**config.mk**
```make
export PLATFORM = sky130hd
export DESIGN_NAME = nibble_parity_checker_v
export DESIGN_NICKNAME = d
export VERILOG_FILES = /design/src/rtl/nibble_parity_checker_v_pkg.sv /design/src/rtl/nibble_parity_checker_v_sat_counter.sv /design/src/rtl/nibble_parity_checker_v.sv
export SDC_FILE = /design/constraint.sdc
export NUM_CORES = 1
export LEC_CHECK = 0
export ABC_AREA = 1
export CORE_MARGIN = 1
export CORE_UTILIZATION = 50
export DETAILED_ROUTE_END_ITERATION = 6
export PLACE_DENSITY = 0.86
export SLEW_MARGIN = 20
export SYNTH_ARGS = -nofsm -noshare
export SYNTH_HDL_FRONTEND = slang
export SYNTH_HIERARCHICAL = 1
export SYNTH_SLANG_ARGS = --single-unit
```
**constraint.sdc**
```tcl
create_clock -name i_clk -period 1.5 [get_ports i_clk]
set_input_delay 0.3 -clock i_clk [delete_from_list [all_inputs] [get_ports i_clk]]
set_output_delay 0.3 -clock i_clk [all_outputs]
set_load 0.01 [all_outputs]
```
**src/rtl/nibble_parity_checker_v_pkg.sv**
```systemverilog
// parity_pkg_v: shared definitions for the nibble parity checker slice.
//   state_t         - frame FSM encoding (IDLE / ACCUM / DONE)
//   FRAME_LEN_DEF   - default accepted beats per frame
//   CNT_W_DEF       - default beat / error counter width
package parity_pkg_v;

  typedef enum logic [1:0] {
    ST_IDLE  = 2'd0,
    ST_ACCUM = 2'd1,
    ST_DONE  = 2'd2
  } state_t;

  localparam int unsigned FRAME_LEN_DEF = 18;
  localparam int unsigned CNT_W_DEF     = 8;

endpackage

```
**src/rtl/nibble_parity_checker_v_sat_counter.sv**
```systemverilog
// sat_counter_v: parameterised saturating up-counter.
//   i_clk  - rising-edge clock
//   i_rst  - asynchronous active-high reset (count -> 0)
//   i_clr  - synchronous clear, wins over i_inc
//   i_inc  - increment request; ignored once the count is all ones
//   o_cnt  - current count
module sat_counter_v #(
  parameter int unsigned W = 8
) (
  input  logic         i_clk,
  input  logic         i_rst,
  input  logic         i_clr,
  input  logic         i_inc,
  output logic [W-1:0] o_cnt
);

  logic [W-1:0] r_cnt;

  always_ff @(posedge i_clk or posedge i_rst) begin
    if (i_rst) begin
      r_cnt <= '0;
    end else if (i_clr) begin
      r_cnt <= '0;
    end else if (i_inc && (r_cnt != '1)) begin
      r_cnt <= r_cnt + W'(1);
    end
  end

  assign o_cnt = r_cnt;

endmodule

```
**src/rtl/nibble_parity_checker_v.sv**
```systemverilog
// nibble_parity_checker_v: checks the parity reported by an XOR4 gate against
// a locally recomputed parity, counts mismatches and folds the expected parity
// across fixed-length frames.
//
// Optional feature: define NIBBLE_PARITY_CHECKER_ODD_EN to expect odd parity
// (exp = ~^nibble) instead of even parity (exp = ^nibble).
//
// Ports:
//   i_clk          - rising-edge clock
//   i_rst          - asynchronous active-high reset
//   i_clear        - synchronous clear of counters, sticky flag and FSM
//   i_valid        - beat offered
//   o_ready        - beat can be accepted this cycle (low only in DONE)
//   i_nibble[3:0]  - data {a,b,c,d}
//   i_f            - parity reported by the gate for i_nibble
//   o_mismatch     - pulse: previous accepted beat had a parity mismatch
//   o_sticky_err   - set on any mismatch, held until reset/clear
//   o_err_cnt      - saturating mismatch count
//   o_frame_valid  - pulse: frame complete
//   o_frame_parity - XOR of expected parities of the last completed frame
module nibble_parity_checker_v
  import parity_pkg_v::*;
#(
  parameter int unsigned FRAME_LEN = FRAME_LEN_DEF,
  parameter int unsigned CNT_W     = CNT_W_DEF
) (
  input  logic             i_clk,
  input  logic             i_rst,
  input  logic             i_clear,
  input  logic             i_valid,
  output logic             o_ready,
  input  logic [3:0]       i_nibble,
  input  logic             i_f,
  output logic             o_mismatch,
  output logic             o_sticky_err,
  output logic [CNT_W-1:0] o_err_cnt,
  output logic             o_frame_valid,
  output logic             o_frame_parity
);

  state_t           r_state;
  state_t           w_state_nxt;
  logic [CNT_W-1:0] r_beat_cnt;
  logic             r_acc;
  logic             r_mismatch;
  logic             r_sticky;
  logic             r_frame_parity;

  logic             w_ready;
  logic             w_frame_valid;
  logic             w_accept;
  logic             w_exp;
  logic             w_mis;
  logic             w_last;

`ifdef NIBBLE_PARITY_CHECKER_ODD_EN
  assign w_exp = ~^i_nibble;
`else
  assign w_exp = ^i_nibble;
`endif

  assign w_mis = w_exp ^ i_f;

  // A beat coincident with i_clear is dropped entirely.
  assign w_accept = i_valid & w_ready & ~i_clear;

  assign w_last = (r_state == ST_ACCUM) &&
                  (r_beat_cnt == CNT_W'(FRAME_LEN - 1));

  always_ff @(posedge i_clk or posedge i_rst) begin
    if (i_rst) begin
      r_state <= ST_IDLE;
    end else begin
      r_state <= w_state_nxt;
    end
  end

  always_comb begin
    w_state_nxt   = r_state;
    w_ready       = 1'b1;
    w_frame_valid = 1'b0;
    case (r_state)
      ST_IDLE: begin
        if (w_accept) w_state_nxt = ST_ACCUM;
      end
      ST_ACCUM: begin
        if (w_accept && w_last) w_state_nxt = ST_DONE;
      end
      ST_DONE: begin
        w_ready       = 1'b0;
        w_frame_valid = 1'b1;
        w_state_nxt   = ST_IDLE;
      end
      default: w_state_nxt = ST_IDLE;
    endcase
    if (i_clear) w_state_nxt = ST_IDLE;
  end

  always_ff @(posedge i_clk or posedge i_rst) begin
    if (i_rst) begin
      r_beat_cnt     <= '0;
      r_acc          <= 1'b0;
      r_mismatch     <= 1'b0;
      r_sticky       <= 1'b0;
      r_frame_parity <= 1'b0;
    end else if (i_clear) begin
      // Frame parity of the last completed frame survives a clear.
      r_beat_cnt <= '0;
      r_acc      <= 1'b0;
      r_mismatch <= 1'b0;
      r_sticky   <= 1'b0;
    end else begin
      r_mismatch <= w_accept & w_mis;
      if (w_accept && w_mis) r_sticky <= 1'b1;
      case (r_state)
        ST_IDLE: begin
          if (w_accept) begin
            r_acc      <= w_exp;
            r_beat_cnt <= CNT_W'(1);
          end
        end
        ST_ACCUM: begin
          if (w_accept) begin
            if (w_last) begin
              r_frame_parity <= r_acc ^ w_exp;
              r_acc          <= 1'b0;
              r_beat_cnt     <= '0;
            end else begin
              r_acc      <= r_acc ^ w_exp;
              r_beat_cnt <= r_beat_cnt + CNT_W'(1);
            end
          end
        end
        default: begin
          r_acc      <= 1'b0;
          r_beat_cnt <= '0;
        end
      endcase
    end
  end

  sat_counter_v #(
    .W (CNT_W)
  ) u_err_cnt (
    .i_clk (i_clk),
    .i_rst (i_rst),
    .i_clr (i_clear),
    .i_inc (w_accept & w_mis),
    .o_cnt (o_err_cnt)
  );

  assign o_ready        = w_ready;
  assign o_frame_valid  = w_frame_valid;
  assign o_mismatch     = r_mismatch;
  assign o_sticky_err   = r_sticky;
  assign o_frame_parity = r_frame_parity;

endmodule
```
=== Yosys cells after proc, flatten, opt, wreduce, memory -nomap -nowiden ===
Index checks and enable logic that the tools add are counted.

* Flip-flop bits (word level): 22
* Output and inout bits: 13
* Logic and storage cells: 54

* Add/sub/neg operators: 2
* Eq/ne operators: 7
* Mux-type cells: 21
* Bitwise logic cells: 6
* Reductions and logical operators: 11

{| class="wikitable"
|+ Operators with widths
! operator !! count
|-
| 8-bit 2-to-1 mux || 6
|-
| 8-bit by 1-bit adder with 8-bit output (second input constant) || 2
|-
| 8-bit case mux with 2 select lines || 1
|-
| 1-bit 2-to-1 mux || 9
|-
| 8-bit by 5-bit == test with 1-bit output (second input constant) || 1
|-
| 8-bit inequality test (second input constant) || 1
|-
| 2-bit 2-to-1 mux || 3
|-
| 3-bit inequality test (second input constant) || 2
|-
| 1-bit logical AND || 4
|-
| 2-bit case mux with 2 select lines || 1
|-
| 2-bit AND reduction || 2
|-
| 4-bit AND reduction || 1
|-
| 2-bit nonzero test || 2
|-
| 4-bit parity || 1
|-
| 1-bit bitwise AND || 3
|-
| 3-bit by 2-bit inequality test with 1-bit output (second input constant) || 1
|-
| 2-bit by 1-bit == test with 1-bit output (second input constant) || 1
|-
| 2-bit == test (second input constant) || 1
|-
| 2-bit zero test || 1
|-
| 1-bit case mux with 2 select lines || 1
|-
| 1-bit XOR || 2
|-
| 1-bit NOT || 1
|}

=== Depth between registers and ports, before layout ===
Gate-level depths: netlist of run 1.

* Word-level depth: 8
* Depth in mapped cells: 15

=== Cells and area by module ===
The synthesis of run 1 kept the hierarchy.

{| class="wikitable"
|+ By module, submodules not included
! module !! instances !! cells each !! area each (µm²)
|-
| nibble_parity_checker_v || 1 || 132 || 892.1
|-
| sat_counter_v || 1 || 69 || 506.7
|}

=== Least setup slack after synthesis of run 1 ===
No wires, ideal clock.

* Kind: in2reg
* From: input i_nibble[1]
* To: register u_err_cnt.r_cnt[7] (netlist: u_err_cnt/o_cnt[7])
* Library setup time: 0.113 ns
* Arrival: 1.263 ns
* Data required time: 1.387 ns
* Setup slack: 0.124 ns
* Stages: 15
* Cells stage by stage: inv_1 -> nand2_1 -> nand2_1 -> nand2_1 -> nand2_1 -> inv_1 -> nor2_1 -> nor2_1 -> nand2_1 -> inv_1 -> inv_1 -> a21oi_1 -> nand3_1 -> nand2_1 -> inv_1

* Word-level cells in the longest chain between the ends: 5

{| class="wikitable"
|+ RTL lines
! element !! line !! text
|-
| from (decl) || nibble_parity_checker_v.sv:32 || <nowiki>input logic [3:0] i_nibble,</nowiki>
|-
| 4-bit parity || nibble_parity_checker_v.sv:59 || <nowiki>assign w_exp = ^i_nibble;</nowiki>
|-
| 1-bit XOR || nibble_parity_checker_v.sv:62 || <nowiki>assign w_mis = w_exp ^ i_f;</nowiki>
|-
| 1-bit bitwise AND || nibble_parity_checker_v.sv:148 || <nowiki>.i_inc (w_accept & w_mis),</nowiki>
|-
| 1-bit logical AND || nibble_parity_checker_v_sat_counter.sv:24 || <nowiki>end else if (i_inc && (r_cnt != '1)) begin</nowiki>
|-
| 2-bit nonzero test (no source line) || n/a ||
|-
| to (signal assigned) || nibble_parity_checker_v_sat_counter.sv:25 || <nowiki>r_cnt <= r_cnt + W'(1);</nowiki>
|-
| to (decl) || nibble_parity_checker_v_sat_counter.sv:17 || <nowiki>logic [W-1:0] r_cnt;</nowiki>
|}

No other way between the ends.
A chain may end at the register's enable or synchronous reset.

=== Worst setup path after layout of run 1 ===
* From: register r_beat_cnt[1]
* To: register r_frame_parity (netlist: o_frame_parity)

* Word-level cells in the longest chain between the ends: 3

{| class="wikitable"
|+ RTL lines
! element !! line !! text
|-
| from (decl) || nibble_parity_checker_v.sv:43 || <nowiki>logic [CNT_W-1:0] r_beat_cnt;</nowiki>
|-
| from (signal assigned) || nibble_parity_checker_v.sv:130 || <nowiki>r_beat_cnt <= r_beat_cnt + CNT_W'(1);</nowiki>
|-
| 8-bit by 5-bit == test with 1-bit output || nibble_parity_checker_v.sv:68 || <nowiki>(r_beat_cnt == CNT_W'(FRAME_LEN - 1));</nowiki>
|-
| 1-bit logical AND || nibble_parity_checker_v.sv:67 || <nowiki>assign w_last = (r_state == ST_ACCUM) &&</nowiki>
|-
| 4-bit AND reduction (no source line) || n/a ||
|-
| to (signal assigned) || nibble_parity_checker_v.sv:125 || <nowiki>r_frame_parity <= r_acc ^ w_exp;</nowiki>
|-
| to (decl) || nibble_parity_checker_v.sv:47 || <nowiki>logic r_frame_parity;</nowiki>
|}

No other way between the ends.

==> implementation parameters, run 1 <==
Parameter                              Value

Run status
  Result of the run ... complete, no violations

Detailed routing
  Antenna viol nets, final ... 0
  Post-route DRC violation count ... 0
  Wire length per cell ... 12.7 µm
  Total length of routed wires ... approximately 3.6 mm
  DRT Pass-1 Iters ... 4
  Avg Vias per Cell ... 5.13
  Routed vias ... 1451
  Iteration-0 DRC count of the detailed router ... 47

Logic synthesis
  Average instance area after synthesis ... 6.96 µm²
  Post-synth top area cell ... sky130_fd_sc_hd__dfrtp_1
  Most numerous cell in the Yosys netlist ... sky130_fd_sc_hd__nand2_1
  Most used standard cells in the synthesized netlist ... sky130_fd_sc_hd__nand2_1, sky130_fd_sc_hd__inv_1, sky130_fd_sc_hd__dfrtp_1
  Async S/R FF share, synth ... between 90% and 100%
  Number of nets in the synthesized netlist ... ~210
  Cells after synthesis ... 201
  Cell area after synthesis ... ~1400 µm²
  Top FF cell, synth ... sky130_fd_sc_hd__dfrtp_1
  Total of warnings raised by yosys ... 6
  Number of register bits inferred by synthesis ... 22
  EDFF count, synth ... 0
  Sequential area share after synthesis ... 39.4%
  Portion of synthesized cell area occupied by the leading cell type ... 39.4%
  Biggest area contributors in the synthesized netlist ... sky130_fd_sc_hd__dfrtp_1, sky130_fd_sc_hd__nand2_1, sky130_fd_sc_hd__inv_1, sky130_fd_sc_hd__nor2_1, sky130_fd_sc_hd__nand3_1
  Number of distinct library cell variants in the gate-level netlist after synthesis ... 25

STA
  Worst Hold Margin ... 250 ps
  Clock Skew ... ~2.3 ps
  Transition at the pin with the smallest max-transition slack ... approximately 320 ps
  Achievable frequency ... roughly 670 MHz
  Clock period minus final worst setup slack ... ~1500 ps
  Tightest slew margin relative to the limit ... just under 80%
  Final count of pins violating max slew ... 0
  Final Hold Fails ... 0
  Final sum of negative setup slack ... 0 ps
  Period Utilization, post-route ... approximately 100%
  Endpoints failing setup ... 0

Critical path
  Worst setup EP type ... flip-flop
  Endpoint required time on the critical path ... 1700 ps
  Data arrival time of the critical path ... between 1500 and 2000 ps
  Launching element type of the critical path ... flip-flop
  Worst Path Max Fanout ... 5
  Startpoint-to-endpoint class of the critical path ... flip-flop to flip-flop

Power and ir drop
  Power dissipated by switching net loads ... 354 µW
  Internal Power ... around 1000 µW
  Pwr/cell area ... ~690 nW/µm²
  Leakage power of the design ... ~1.1 nW
  Worst VDD drop ... between 600 and 700 µV
  Sw Ratio ... around a quarter
  Proportion of power drawn by combinational gates ... 19.2%
  Fraction of power consumed by the clock network ... around 34%
  Seq pwr share ... approximately 47%

Finish
  Number of filler instances in the final layout ... ~170
  Cell area after layout ... a little under 2000 µm²
  Layout net count ... roughly 270
  Footprint of the multi-input gates ... about 760 µm²
  Sequential cell area ... 552 µm²
  Antenna diode instance count ... 0
  Fraction of layout instances using a drive strength above 1 ... ~25%
  Area growth from synthesis to layout ... 39.5%

Floorplan
  DIE AREA ... between 3000 and 4000 µm²
  Area of the core region ... 2570 µm²
  Die span in y ... 54.9 µm
  I/O pins ... 22
  Floorplan die width ... between 50 and 60 µm
  Number of placement rows ... 18
  Initial Utilization ... a little over half

CTS
  Clock tree from TritonCTS ... yes
  Clock Root Buffer ... sky130_fd_sc_hd__clkbuf_4
  Worst-path clk slew ... 130 ps
  Number of buffers created by CTS ... 3
  Hold buffer count at CTS ... 0
  TritonCTS Sinks ... 22
  H-Tree Depth ... 1
  Clk buf depth ... 2
  Clock Latency Late Sink ... between 300 and 400 ps

Place
  Port bufs ... 21
  Routability cong. ... around 0.81
  Dpl hpwl ... ~2.2 mm
  Instance area after placement ... between 1500 and 2000 µm²

Global routing
  Maximum number of pins on one net before global-route repair ... 15
  First-pass GRT wire length ... around 5.2 mm
  Total grt overflow ... 0
  Vias in the first global route ... roughly 1300
  Tot GR Track Use ... between 20% and 30%
  Antenna violations before repair ... 0

Flow run
  Max cap viols ... 0

Min path
  Class of the tightest hold or removal check ... primary input to async pin
-- timing repair --
| action | 4_1_cts | 5_1_grt |
|---|---|---|
| buffers inserted | 9 | 4 |
| gates cloned | 0 | 0 |
| pin swaps | 0 | 6 |
| endpoints found under the setup margin | 21 | 20 |
| resized for setup | 22 | 25 |
-- layer usage --
metal | vias up | GRT usage [%] | wire [µm]
li1 | 719 | - | -
met1 | 667 | 32.2 | 1510
met2 | 55 | 40.8 | 1780
met3 | 10 | 1.91 | 195
met4 | 0 | 8.75 | 108
met5 | - | 0 | 0
-- flip-flops by register name, indices dropped and copies added, names as in the netlist --
signal / cells
o_mismatch: 1
o_frame_parity: 1
r_beat_cnt: 8
r_acc: 1
r_state: 2
o_sticky_err: 1
u_err_cnt/o_cnt: 8
-- cell type report --
class | instances | area share, %
clock buffer | 3 | 1.15
clock inverter | 1 | 1.54
inverter | 40 | 8.08
multi-input combinational | 139 | 38.8
sequential | 22 | 28.3
tap | 30 | 1.92
timing repair buffer | 48 | 20.2
-- kinds of logic after synthesis --
| family | share of synthesized area [%] |
|---|---|
| buffers and inverters | 11.1 |
| AO/OA/AOI/OAI | 7.24 |
| XOR/XNOR | 3.13 |
| flip-flops | 39.4 |
| AND/OR/NAND/NOR | 36.5 |
| adder cells (fa/ha/maj) | 2.68 |
-- metrics by stage --
step / instances / utilization, % / setup slack, ps / power [mW]
2_1_floorplan: 201 / - / 124 / 0.764
3_3_place_gp: 266 / 68.2 / -464 / 0.868
3_5_place_dp: 266 / 68.2 / -527 / 0.871
4_1_cts: 279 / 72.6 / 8.62 / 1.33
5_1_grt: 283 / 76.0 / -158 / 1.41
6_report: 283 / 76.0 / 4.80 / 1.35
-- power groups by stage --
stage	clock [mW]	combinational [mW]	sequential (mW)
after floorplan	0	0.118	0.646
after global placement	0	0.222	0.646
after detailed placement	0	0.226	0.646
after CTS	0.465	0.235	0.631
after global routing	0.485	0.289	0.636
final	0.459	0.260	0.633
-- worst max-delay path: stages (launching register included) --
cell and delay [ps]:
sky130_fd_sc_hd__dfrtp_1 420, sky130_fd_sc_hd__inv_1 80, sky130_fd_sc_hd__ha_1 150, sky130_fd_sc_hd__nand3_1 130
sky130_fd_sc_hd__nor2_4 170, sky130_fd_sc_hd__nand2_1 110, sky130_fd_sc_hd__o21ai_0 220, sky130_fd_sc_hd__nand2_1 110
-- cell usage in the layout (no fill, tap or decap), drive strengths merged, types with 4 or more instances in the layout --
cell type      Yosys  layout
nor2              23      23
a21oi              6       6
o21ai             12      12
nand3             12      12
nand2             71      71
dlygate4sd2        0      12
clkdlybuf4s50      0       4
dfrtp             22      22
buf                0      27
inv               39      39
clkbuf             0       6
-- final timing paths --
path / cells past startpoint / slack, ps / from / end
min reg2reg: 2 / 560 / r_beat_cnt[4]$_DFFE_PP0P_ / r_beat_cnt[4]$_DFFE_PP0P_
max reg2reg: 7 / 5 / r_beat_cnt[1]$_DFFE_PP0P_ / o_frame_parity$_DFFE_PP0P_
max: 7 / 5 / r_beat_cnt[1]$_DFFE_PP0P_ / o_frame_parity$_DFFE_PP0P_
max in group asynchronous: 2 / 990 / i_rst / u_err_cnt/o_cnt[5]$_DFFE_PP0P_
min in group i_clk: 2 / 560 / r_beat_cnt[4]$_DFFE_PP0P_ / r_beat_cnt[4]$_DFFE_PP0P_
min: 2 / 250 / i_rst / u_err_cnt/o_cnt[0]$_DFFE_PP0P_
(Power assumes the default switching activity.)
==> run 2: changes to the inputs <==
ABC_AREA = not set   (was 1)
CAP_MARGIN = 20   (was not set)
PLACE_DENSITY = 0.87   (was 0.86)
==> run 2 against run 1 <==
Net effect:
- the run now ends with setup timing left
- highest routed layer unchanged
- clock-buffer cell count unchanged
- sequential power decreased by 1%
- synthesized cell count decreased by 35%
- core utilization increased by 5.9 points
- critical endpoint is now u_err_cnt/o_cnt[3]$_DFFE_PP0P_
- non-clock buffer count increased by 21
- clock power decreased by 40%
- fmax decreased by 14%
- critical path type is now primary input to flip-flop
- die area decreased by 6.8%
- register-to-register slack got worse by 180 ps
- sequential share of layout area decreased by 1.1 points
- worst hold slack improved by 18 ps
- clock skew increased by 1.4 ps
==> implementation parameters, run 2 <==
Parameter                              Value

Finish
  Area growth from synthesis to layout ... 56.2%
  Final core utilization ... between 80% and 90%
  Post-Layout Cell Count ... 230
  Top library cells by usage in the layout, fill and taps aside ... sky130_fd_sc_hd__buf_4, sky130_fd_sc_hd__dfrtp_1, sky130_fd_sc_hd__nor2_1
  Commonest non-fill, non-tap cell in the layout ... sky130_fd_sc_hd__buf_4
  Cell area after layout ... between 2000 and 2500 µm²
  Antenna diode instance count ... 0
  Fraction of layout instances using a drive strength above 1 ... between 40% and 50%
  Layout net count ... 214

Logic synthesis
  Cell area after synthesis ... ~1300 µm²
  Most used standard cells in the synthesized netlist ... sky130_fd_sc_hd__dfrtp_1, sky130_fd_sc_hd__nor2_1, sky130_fd_sc_hd__nand2_1
  Sequential area share after synthesis ... 42.3%
  Biggest area contributors in the synthesized netlist ... sky130_fd_sc_hd__dfrtp_1, sky130_fd_sc_hd__mux2_4, sky130_fd_sc_hd__nor2_1, sky130_fd_sc_hd__nand2_1, sky130_fd_sc_hd__ha_1
  Most numerous cell in the Yosys netlist ... sky130_fd_sc_hd__dfrtp_1
  Average instance area after synthesis ... 10.0 µm²
  Top FF cell, synth ... sky130_fd_sc_hd__dfrtp_1
  Post-synth top area cell ... sky130_fd_sc_hd__dfrtp_1
  Total of warnings raised by yosys ... 6
  Portion of synthesized cell area occupied by the leading cell type ... between 40% and 50%
  Cells after synthesis ... between 100 and 150
  Number of nets in the synthesized netlist ... approximately 140
  Multiplexer area fraction after synthesis ... 6.26%
  Simple-gate share of the synthesized area ... 25.0%
  Adder-Cell Fraction of Synth Area ... 2.89%
  EDFF count, synth ... 0
  Largest family of logic cells by synthesized area ... simple AND/OR/NAND/NOR gates
  Number of register bits inferred by synthesis ... 22
  Number of distinct library cell variants in the gate-level netlist after synthesis ... between 40 and 50
  Async S/R FF share, synth ... between 90% and 100%
  Fraction of synthesized cell area in xor and xnor cells ... under 10%
  Synthesized-area fraction occupied by ao, oa, aoi and oai cells ... 12.5%

Place
  Instance count after placement with tap cells included ... ~210
  Instance area after placement ... approximately 1800 µm²
  Routability cong. ... just over 0.8
  Post-place setup slack ... -1010 ps
  Dpl hpwl ... between 2 and 2.5 mm
  Port bufs ... 21

Detailed routing
  Avg Vias per Cell ... 5.66
  Routed vias ... around 1300
  Wire length per cell ... about 17 µm
  DRT Pass-1 Iters ... 4
  Total length of routed wires ... 3.97 mm
  Iteration-0 DRC count of the detailed router ... 26
  Post-route DRC violation count ... 0
  Antenna viol nets, final ... 0

Critical path
  Worst Path Max Fanout ... 2
  Endpoint required time on the critical path ... about 1700 ps
  End of the worst register-to-register path ... u_err_cnt/o_cnt[3]$_DFFE_PP0P_
  Worst r2r src ... r_state[1]$_DFFE_PP0P_
  Data arrival time of the critical path ... roughly 1900 ps
  FF-to-FF setup slack ... -180 ps
  Worst R2R Path Depth ... 7
  Worst setup EP type ... flip-flop
  Startpoint-to-endpoint class of the critical path ... primary input to flip-flop
  Launching element type of the critical path ... primary input

STA
  Min setup slack post-route ... -230 ps
  Endpoints failing setup ... 9
  Period Utilization, post-route ... 115%
  Final Hold Fails ... 0
  Tightest slew margin relative to the limit ... about 75%
  Final count of pins violating max slew ... 0
  Clock Skew ... between 3 and 4 ps
  Transition at the pin with the smallest max-transition slack ... roughly 370 ps
  Achievable frequency ... between 500 and 600 MHz
  Setup repair after global routing missed its margin ... true
  Worst Hold Margin ... between 200 and 300 ps
  Clock period minus final worst setup slack ... between 1500 and 2000 ps

CTS
  Clk buf depth ... 2
  TritonCTS Sinks ... 22
  Clock tree from TritonCTS ... yes
  Clock Latency Late Sink ... between 300 and 400 ps
  Worst-path clk slew ... 120 ps
  Number of buffers created by CTS ... 3
  Clock Root Buffer ... sky130_fd_sc_hd__clkbuf_4
  H-Tree Depth ... 1

Global routing
  Maximum number of pins on one net before global-route repair ... 16
  Vias in the first global route ... about 1300
  Grt met3 use ... 3.45%
  Fraction of met2 tracks used by global routing ... between 50% and 60%
  Total grt overflow ... 0
  Tot GR Track Use ... 28.0%
  Antenna violations before repair ... 0
  Met1 track demand over resource in global routing ... between 20 and 30%
  Global-route layer with the greatest usage ... met2
  First-pass GRT wire length ... about 5.6 mm

Floorplan
  I/O pins ... 22
  Initial Utilization ... around 52%
  DIE AREA ... 2810 µm²
  Floorplan die width ... around 53 µm
  Area of the core region ... 2480 µm²
  Die span in y ... around 53 µm
  Number of placement rows ... 18

Run status
  Result of the run ... complete, but fails checks
  Violations in the final reports ... setup timing

Power and ir drop
  Leakage power of the design ... slightly above 1 nW
  Pwr/cell area ... 592 nW/µm²
  Worst VDD drop ... approximately 650 µV

Min path
  Class of the tightest hold or removal check ... primary input to async pin

Flow run
  Max cap viols ... 0
## run 2: cells by family after synthesis
| family | count (synthesis) |
|---|---|
| AOI/OAI and AO/OA | 23 |
| muxes | 6 |
| and+or+nand+nor | 58 |
| adders and majority gates | 3 |
| buffers and inverters | 9 |
| xor gates and xnor gates | 9 |
| DFF | 22 |
## run 2: how the worst max path moves through the flow
| stage | start | endpoint | cells after the start |
|---|---|---|---|
| after CTS | i_nibble[0] | u_err_cnt/o_cnt[5]$_DFFE_PP0P_ | 7 |
| final | i_nibble[3] | u_err_cnt/o_cnt[3]$_DFFE_PP0P_ | 8 |
| after detailed placement | i_nibble[3] | u_err_cnt/o_cnt[5]$_DFFE_PP0P_ | 7 |
| after global routing | i_nibble[3] | u_err_cnt/o_cnt[3]$_DFFE_PP0P_ | 8 |
| after floorplan | i_nibble[3] | u_err_cnt/o_cnt[5]$_DFFE_PP0P_ | 6 |
| after global placement | i_nibble[3] | u_err_cnt/o_cnt[5]$_DFFE_PP0P_ | 7 |
## run 2: repair_timing
| item | 4_1_cts | 5_1_grt |
|---|---|---|
| endpoints found under the setup margin | 25 | 18 |
| gates resized for setup | 55 | 20 |
| hold buffers | 0 | 0 |
| pin swaps | 8 | 11 |
| buffers inserted | 10 | 9 |
## run 2: cell type report
class	count	area, µm²
Fill cell	139	447
Clock buffer	3	22.5
Timing Repair Buffer	69	581
Multi-Input combinational cell	99	810
Inverter	7	28.8
Sequential cell	22	552
Tap cell	30	37.5
## run 2: power by group
group	switching [mW]	internal (mW)	total [mW]
Clock	0.181	0.0938	0.274
Sequential	0.0127	0.611	0.624
Combinational	0.141	0.162	0.304
Total	0.335	0.868	1.20
## run 2: worst max-delay path: stages
cell and delay (ps):
sky130_fd_sc_hd__buf_8 100, sky130_fd_sc_hd__xnor2_4 180, sky130_fd_sc_hd__xnor3_2 400, sky130_fd_sc_hd__nor4_4 160, sky130_fd_sc_hd__nand4_1 170, sky130_fd_sc_hd__buf_4 180
sky130_fd_sc_hd__a21oi_2 120, sky130_fd_sc_hd__mux2_4 310
## run 2: routing by layer
| layer | vias to the layer above | part of all wire (%) |
|---|---|---|
| met5 | - | 0 |
| met4 | 0 | 3.4 |
| met3 | 14 | 3.3 |
| met2 | 49 | 56 |
| met1 | 643 | 38 |
| li1 | 596 | - |
## run 2: per-stage QoR
step | total power [mW] | TNS [ps]
after floorplan | 0.760 | -1810
after global placement | 0.870 | -9740
after detailed placement | 0.882 | -10800
after CTS | 1.17 | -2170
after global routing | 1.26 | -2190
final | 1.20 | -1270
